<file path="src/rtl/mem_port_arbiter_if.sv">
// ============================================================================
// Module   : mem_port_arbiter_if
// Function : fetch, data and shared-memory bus signals of the port arbiter.
// Revision : 1.0 - initial release
// ============================================================================
`timescale 1ns/1ps
`default_nettype none

interface mem_port_arbiter_if;
  logic        if_req;
  logic [31:0] if_addr;
  logic [31:0] if_rdata;
  logic        if_valid;
  logic        dm_load;
  logic        dm_store;
  logic [31:0] dm_addr;
  logic [31:0] dm_wdata;
  logic [31:0] dm_rdata;
  logic        dm_valid;
  logic        stall;
  logic        mem_req;
  logic        mem_we;
  logic [31:0] mem_addr;
  logic [31:0] mem_wdata;
  logic [31:0] mem_rdata;
  logic        mem_ack;

  // Arbiter side
  modport slave (
    input  if_req, if_addr, dm_load, dm_store, dm_addr, dm_wdata, mem_rdata, mem_ack,
    output if_rdata, if_valid, dm_rdata, dm_valid, stall,
           mem_req, mem_we, mem_addr, mem_wdata
  );

  // Pipeline / memory side
  modport master (
    output if_req, if_addr, dm_load, dm_store, dm_addr, dm_wdata, mem_rdata, mem_ack,
    input  if_rdata, if_valid, dm_rdata, dm_valid, stall,
           mem_req, mem_we, mem_addr, mem_wdata
  );
endinterface

`default_nettype wire

</file>
<file path="src/rtl/mem_port_arbiter.sv">
// ============================================================================
// Module   : mem_port_arbiter
// Function : shares one single-port memory between instruction fetch and
//            data access, data first with a bounded fetch-starvation window.
// Revision : 1.0 - initial release
// ============================================================================
`timescale 1ns/1ps
`default_nettype none

module mem_port_arbiter #(
  parameter int IF_STARVE_MAX = 4
) (
  input  logic               clk,
  input  logic               reset,
  mem_port_arbiter_if.slave  bus
);

  localparam logic [3:0] c_starve_max = 4'(IF_STARVE_MAX);

  typedef enum logic [1:0] {
    IDLE    = 2'd0,
    BUSY_IF = 2'd1,
    BUSY_DM = 2'd2
  } state_t;

  state_t      r_state;
  state_t      w_state_nxt;
  logic        w_grant_if;
  logic        w_grant_dm;
  logic        w_done;
  logic        w_dm_req;
  logic        w_if_first;

  logic [3:0]  r_starve_cnt;
  logic        r_dm_is_load;
  logic        r_mem_req;
  logic        r_mem_we;
  logic [31:0] r_mem_addr;
  logic [31:0] r_mem_wdata;
  logic [31:0] r_if_rdata;
  logic [31:0] r_dm_rdata;
  logic        r_if_valid;
  logic        r_dm_valid;

  assign w_dm_req   = bus.dm_load | bus.dm_store;
  // Fetch only jumps the queue once data has won IF_STARVE_MAX times in a row
  assign w_if_first = bus.if_req & (~w_dm_req | (r_starve_cnt == c_starve_max));

  always_ff @(posedge clk or negedge reset) begin
    if (!reset) r_state <= IDLE;
    else        r_state <= w_state_nxt;
  end

  always_comb begin
    w_state_nxt = r_state;
    w_grant_if  = 1'b0;
    w_grant_dm  = 1'b0;
    w_done      = 1'b0;
    case (r_state)
      IDLE: begin
        if (w_if_first) begin
          w_grant_if  = 1'b1;
          w_state_nxt = BUSY_IF;
        end else if (w_dm_req) begin
          w_grant_dm  = 1'b1;
          w_state_nxt = BUSY_DM;
        end
      end
      BUSY_IF, BUSY_DM: begin
        if (bus.mem_ack) begin
          w_done      = 1'b1;
          w_state_nxt = IDLE;
        end
      end
      default: w_state_nxt = IDLE;
    endcase
  end

  always_ff @(posedge clk or negedge reset) begin
    if (!reset) begin
      r_starve_cnt <= 4'd0;
      r_dm_is_load <= 1'b0;
      r_mem_req    <= 1'b0;
      r_mem_we     <= 1'b0;
      r_mem_addr   <= 32'h0000_0000;
      r_mem_wdata  <= 32'h0000_0000;
      r_if_rdata   <= 32'h0000_0000;
      r_dm_rdata   <= 32'h0000_0000;
      r_if_valid   <= 1'b0;
      r_dm_valid   <= 1'b0;
    end else begin
      r_if_valid <= 1'b0;
      r_dm_valid <= 1'b0;
      if (w_grant_if) begin
        r_mem_req    <= 1'b1;
        r_mem_we     <= 1'b0;
        r_mem_addr   <= bus.if_addr;
        r_starve_cnt <= 4'd0;
      end
      if (w_grant_dm) begin
        // A simultaneous load and store is serviced as a store
        r_mem_req    <= 1'b1;
        r_mem_we     <= bus.dm_store;
        r_mem_addr   <= bus.dm_addr;
        r_mem_wdata  <= bus.dm_wdata;
        r_dm_is_load <= ~bus.dm_store;
        if (bus.if_req && (r_starve_cnt < c_starve_max))
          r_starve_cnt <= r_starve_cnt + 4'd1;
      end
      if (w_done) begin
        r_mem_req <= 1'b0;
        r_mem_we  <= 1'b0;
        if (r_state == BUSY_IF) begin
          r_if_rdata <= bus.mem_rdata;
          r_if_valid <= 1'b1;
        end else begin
          r_dm_valid <= 1'b1;
          if (r_dm_is_load) r_dm_rdata <= bus.mem_rdata;
        end
      end
    end
  end

  assign bus.mem_req   = r_mem_req;
  assign bus.mem_we    = r_mem_we;
  assign bus.mem_addr  = r_mem_addr;
  assign bus.mem_wdata = r_mem_wdata;
  assign bus.if_rdata  = r_if_rdata;
  assign bus.if_valid  = r_if_valid;
  assign bus.dm_rdata  = r_dm_rdata;
  assign bus.dm_valid  = r_dm_valid;
  assign bus.stall     = (w_dm_req & ~r_dm_valid) | (bus.if_req & ~r_if_valid);

endmodule

`default_nettype wire

</file>
<file path="src/flat_wrapper.sv">
// flat-port wrapper written by rule: the top's interface ports become plain ports
module mem_port_arbiter_flat 
#(
  parameter int IF_STARVE_MAX = 4
)
  (clk, reset, bus_if_req, bus_if_addr, bus_dm_load, bus_dm_store, bus_dm_addr, bus_dm_wdata, bus_mem_rdata, bus_mem_ack, bus_if_rdata, bus_if_valid, bus_dm_rdata, bus_dm_valid, bus_stall, bus_mem_req, bus_mem_we, bus_mem_addr, bus_mem_wdata);
  mem_port_arbiter_if bus_i ();
  input  logic clk;
  input  logic reset;
  input wire logic [$bits(bus_i.if_req)-1:0] bus_if_req;
  input wire logic [$bits(bus_i.if_addr)-1:0] bus_if_addr;
  input wire logic [$bits(bus_i.dm_load)-1:0] bus_dm_load;
  input wire logic [$bits(bus_i.dm_store)-1:0] bus_dm_store;
  input wire logic [$bits(bus_i.dm_addr)-1:0] bus_dm_addr;
  input wire logic [$bits(bus_i.dm_wdata)-1:0] bus_dm_wdata;
  input wire logic [$bits(bus_i.mem_rdata)-1:0] bus_mem_rdata;
  input wire logic [$bits(bus_i.mem_ack)-1:0] bus_mem_ack;
  output wire logic [$bits(bus_i.if_rdata)-1:0] bus_if_rdata;
  output wire logic [$bits(bus_i.if_valid)-1:0] bus_if_valid;
  output wire logic [$bits(bus_i.dm_rdata)-1:0] bus_dm_rdata;
  output wire logic [$bits(bus_i.dm_valid)-1:0] bus_dm_valid;
  output wire logic [$bits(bus_i.stall)-1:0] bus_stall;
  output wire logic [$bits(bus_i.mem_req)-1:0] bus_mem_req;
  output wire logic [$bits(bus_i.mem_we)-1:0] bus_mem_we;
  output wire logic [$bits(bus_i.mem_addr)-1:0] bus_mem_addr;
  output wire logic [$bits(bus_i.mem_wdata)-1:0] bus_mem_wdata;
  assign bus_i.if_req = bus_if_req;
  assign bus_i.if_addr = bus_if_addr;
  assign bus_i.dm_load = bus_dm_load;
  assign bus_i.dm_store = bus_dm_store;
  assign bus_i.dm_addr = bus_dm_addr;
  assign bus_i.dm_wdata = bus_dm_wdata;
  assign bus_i.mem_rdata = bus_mem_rdata;
  assign bus_i.mem_ack = bus_mem_ack;
  assign bus_if_rdata = bus_i.if_rdata;
  assign bus_if_valid = bus_i.if_valid;
  assign bus_dm_rdata = bus_i.dm_rdata;
  assign bus_dm_valid = bus_i.dm_valid;
  assign bus_stall = bus_i.stall;
  assign bus_mem_req = bus_i.mem_req;
  assign bus_mem_we = bus_i.mem_we;
  assign bus_mem_addr = bus_i.mem_addr;
  assign bus_mem_wdata = bus_i.mem_wdata;
  mem_port_arbiter #(.IF_STARVE_MAX(IF_STARVE_MAX)) u_core (.clk(clk), .reset(reset), .bus(bus_i));
endmodule
</file>
<file path="config.mk">
export PLATFORM = sky130hd
export DESIGN_NAME = mem_port_arbiter_flat
export DESIGN_NICKNAME = d
export VERILOG_FILES = /design/src/rtl/mem_port_arbiter_if.sv /design/src/rtl/mem_port_arbiter.sv /design/src/flat_wrapper.sv
export SDC_FILE = /design/constraint.sdc
export NUM_CORES = 1
export LEC_CHECK = 0
export CORE_ASPECT_RATIO = 0.9
export CORE_MARGIN = 10
export CORE_UTILIZATION = 47
export CTS_BUF_LIST = sky130_fd_sc_hd__clkbuf_4 sky130_fd_sc_hd__clkbuf_8
export DETAILED_ROUTE_END_ITERATION = 10
export PLACE_DENSITY_LB_ADDON = 0.3
export SETUP_SLACK_MARGIN = 0.2
export SKIP_CTS_REPAIR_TIMING = 1
export SLEW_MARGIN = 20
export SYNTH_ARGS = -nofsm -noshare
export SYNTH_HDL_FRONTEND = slang
export SYNTH_SLANG_ARGS = --single-unit
</file>
<file path="constraint.sdc">
create_clock -name clk -period 2.75 [get_ports clk]
set_input_delay 0.4125 -clock clk [delete_from_list [all_inputs] [get_ports clk]]
set_output_delay 0.4125 -clock clk [all_outputs]
set_load 0.1 [all_outputs]
</file>
==> impl_results.md <==
- Outcome: finished, final reports clean
- Post-synth top cells: 139 x dfrtp_1, 93 x mux2_2, 65 x nor2b_1
- Synth Register Bits: between 100 and 150
- Fin nets: about 850
- Die H: 128 um
- Post-Syn Nets: around 580
- PortBufs: about 270
- Worst hold margin: around 0.51 ns
- Sinks on the clock net: 139
- Most frequent cell after synthesis: dfrtp_1
- Reg clk slew, reported paths: around 0.070 ns
- Max-Cap Viols: 0
- CP max stage delay: 0.80 ns
- Max-slew headroom: 0.375
- Largest net degree at the start of global routing: 72
- Endpoints failing hold: 0
- CTS root buf: clkbuf_8
- Synth unique cells: 38
- GRT Util Overall: 0.199
- Cell Rows: 39
- Sequential fraction of the synthesis area: 0.572
- CP Data Arrival Time: 2.33 ns
- Crit path required time: 3.01 ns
- Slowest-stage cell, CP: and2_2
- Syn_area_per_cell: 13.8 sq um
- F_max: around 0.48 GHz
- DIE WIDTH: ~140 um
- Cell taking the most area after synthesis: dfrtp_1
- Final worst path period need: 2.07 ns
- Worst-Skew Late Latency: around 0.44 ns
- EDFF count, synth: 0
- Chain of cells forming the critical path: inv_1, ha_1, nand4b_4, and2_2, a221oi_1
- Post-Synthesis Cell Area: ~6000 sq um
- Min-Delay Path Class: register to register
- Total number of vias: ~4600
- Htree depth: 4
- Number of endpoints failing setup at the final stage: 0
- Drt drc: 0
- Crit path kind: register to register
- Least-Margin Pin Slew: approximately 0.94 ns
- Yosys warning count: 0
- Vias in the first global route: around 5000
- Startpoint types: register
- Layout cell share with drive strength beyond 1: 0.426
- Initial antenna violation count: 0
- Post-route ant nets: 0
- Routability congestion estimate: approximately 0.84
- Clk buf depth: 2
- Initial core utilization: 0.479
- Io pins: ~270
- Post-Route Skew: around 0.011 ns
- Die area: 17900 sq um
- CTS Buf Count: 17
- Dpl hpwl: 14.1 mm
- ANT cells: 0
- RSZ-0062 raised after global routing: false
- Synth top area cells: dfrtp_1 57%, mux2_2 17%, a221oi_2 7.4%, nor2b_1 6.7%, nor2_1 2.1%
- DRT Pass-1 Iters: 4
- Area delta synth->final: 49.7%
- Setup_tns: 0 ns
- Top_reg_cell synth: dfrtp_1
- Grt total ovfl: 0
- DR iter-0 viols: 163
- Via density per instance: 5.15
- Max-slew violation count: 0
- Post-synth top area share: 0.572
- Routed wire length: approximately 18 mm
- Synth async-reset ratio: 1.00
- Worst Setup End Kind: register
- Placeable Area: 12700 sq um
- Post-synthesis instance total: 440
- Post-DR wirelength/cell: roughly 21 um
- Period utilization: 0.752
- First-pass GRT wire length: 28.3 mm
- Worst-path fanout max: 32
- CTS tree: done
stage by stage:
step           instance area, sq um   util  instances  worst slack, ns
2_1_floorplan                  6080      -        440            0.599
3_3_place_gp                   8590  0.677        851            0.360
3_5_place_dp                   8590  0.677        851            0.273
4_1_cts                        9080  0.716        883            0.677
5_1_grt                        9090  0.717        884            0.569
6_report                       9090  0.717        884            0.682
routing by layer:
| layer | part of all wire | routed length, um | track usage |
|---|---|---|---|
| met1 | 0.40 | 7260 | 0.222 |
| met2 | 0.48 | 8810 | 0.325 |
| met3 | 0.11 | 2100 | 0.116 |
| met4 | 0.0082 | 150 | 0.0455 |
| met5 | 0 | 0 | 0 |
registers in the layout, summed over array words and instances (netlist names):
name                  flops
u_core.r_dm_is_load       1
u_core.bus.mem_addr      32
u_core.r_starve_cnt       4
u_core.bus.mem_wdata     32
u_core.bus.dm_valid       1
u_core.bus.if_valid       1
u_core.bus.if_rdata      32
u_core.bus.mem_req        1
u_core.bus.dm_rdata      32
u_core.bus.mem_we         1
u_core.r_state            2
final timing paths:
check                           cells past startpoint  slack, ns                startpoint                       end
worst min register to register                      1       0.51  u_core.bus.mem_wdata[18]  u_core.bus.mem_wdata[18]
max in group asynchronous                           3       1.44                     reset    u_core.bus.dm_rdata[9]
worst max-delay path                                5       0.68    u_core.r_starve_cnt[0]    u_core.bus.mem_addr[0]
worst min-delay path                                1       0.51  u_core.bus.mem_wdata[18]  u_core.bus.mem_wdata[18]
min in group asynchronous                           2       0.54                     reset  u_core.bus.mem_wdata[14]
worst max register to register                      5       0.68    u_core.r_starve_cnt[0]    u_core.bus.mem_addr[0]
cell families (layout without fill, tap and decap cells):
family          count (synthesis)  count (layout)  share of synthesized area
fa+ha+maj                       4               4                    0.00824
mux                            96              96                      0.178
compound gates                 51              51                     0.0980
flops                         139             139                      0.572
simple gates                  115             115                      0.109
buf+inv                        35             315                     0.0344
critical path, delay by kind of cell (launching register included):
family                     cells  cell delay, ns
DFF                            1            0.40
adders and majority gates      1            0.22
AOI/OAI and AO/OA              1            0.22
and+or+nand+nor                2            0.97
buffers and inverters          1            0.06
placed cells by master (no fill, tap or decap), types with 2 or more instances in the layout:
cell type	n
mux2_2	93
buf_12	6
nand3_2	2
a221oi_1	2
nor2b_1	65
inv_1	6
clkdlybuf4s50_1	132
mux2_1	3
clkbuf_8	19
a21oi_1	4
bufinv_16	6
a31oi_1	5
nor2_1	34
a221oi_2	30
buf_4	137
ha_1	3
nand2_1	3
dfrtp_1	139
clkbuf_4	3
area by class of cell:
| cell class | instances | area, sq um |
|---|---|---|
| Sequential cell | 139 | 3480 |
| Tap cell | 164 | 205 |
| Timing Repair Buffer | 277 | 2490 |
| Clock buffer | 22 | 284 |
| Fill cell | 865 | 3590 |
| Inverter | 6 | 22.5 |
| Clock inverter | 10 | 210 |
| Multi-Input combinational cell | 266 | 2400 |
Power is left out: the tool's default activity adds up to more than one toggle a clock period on the data nets, which glitch-free logic cannot reach.
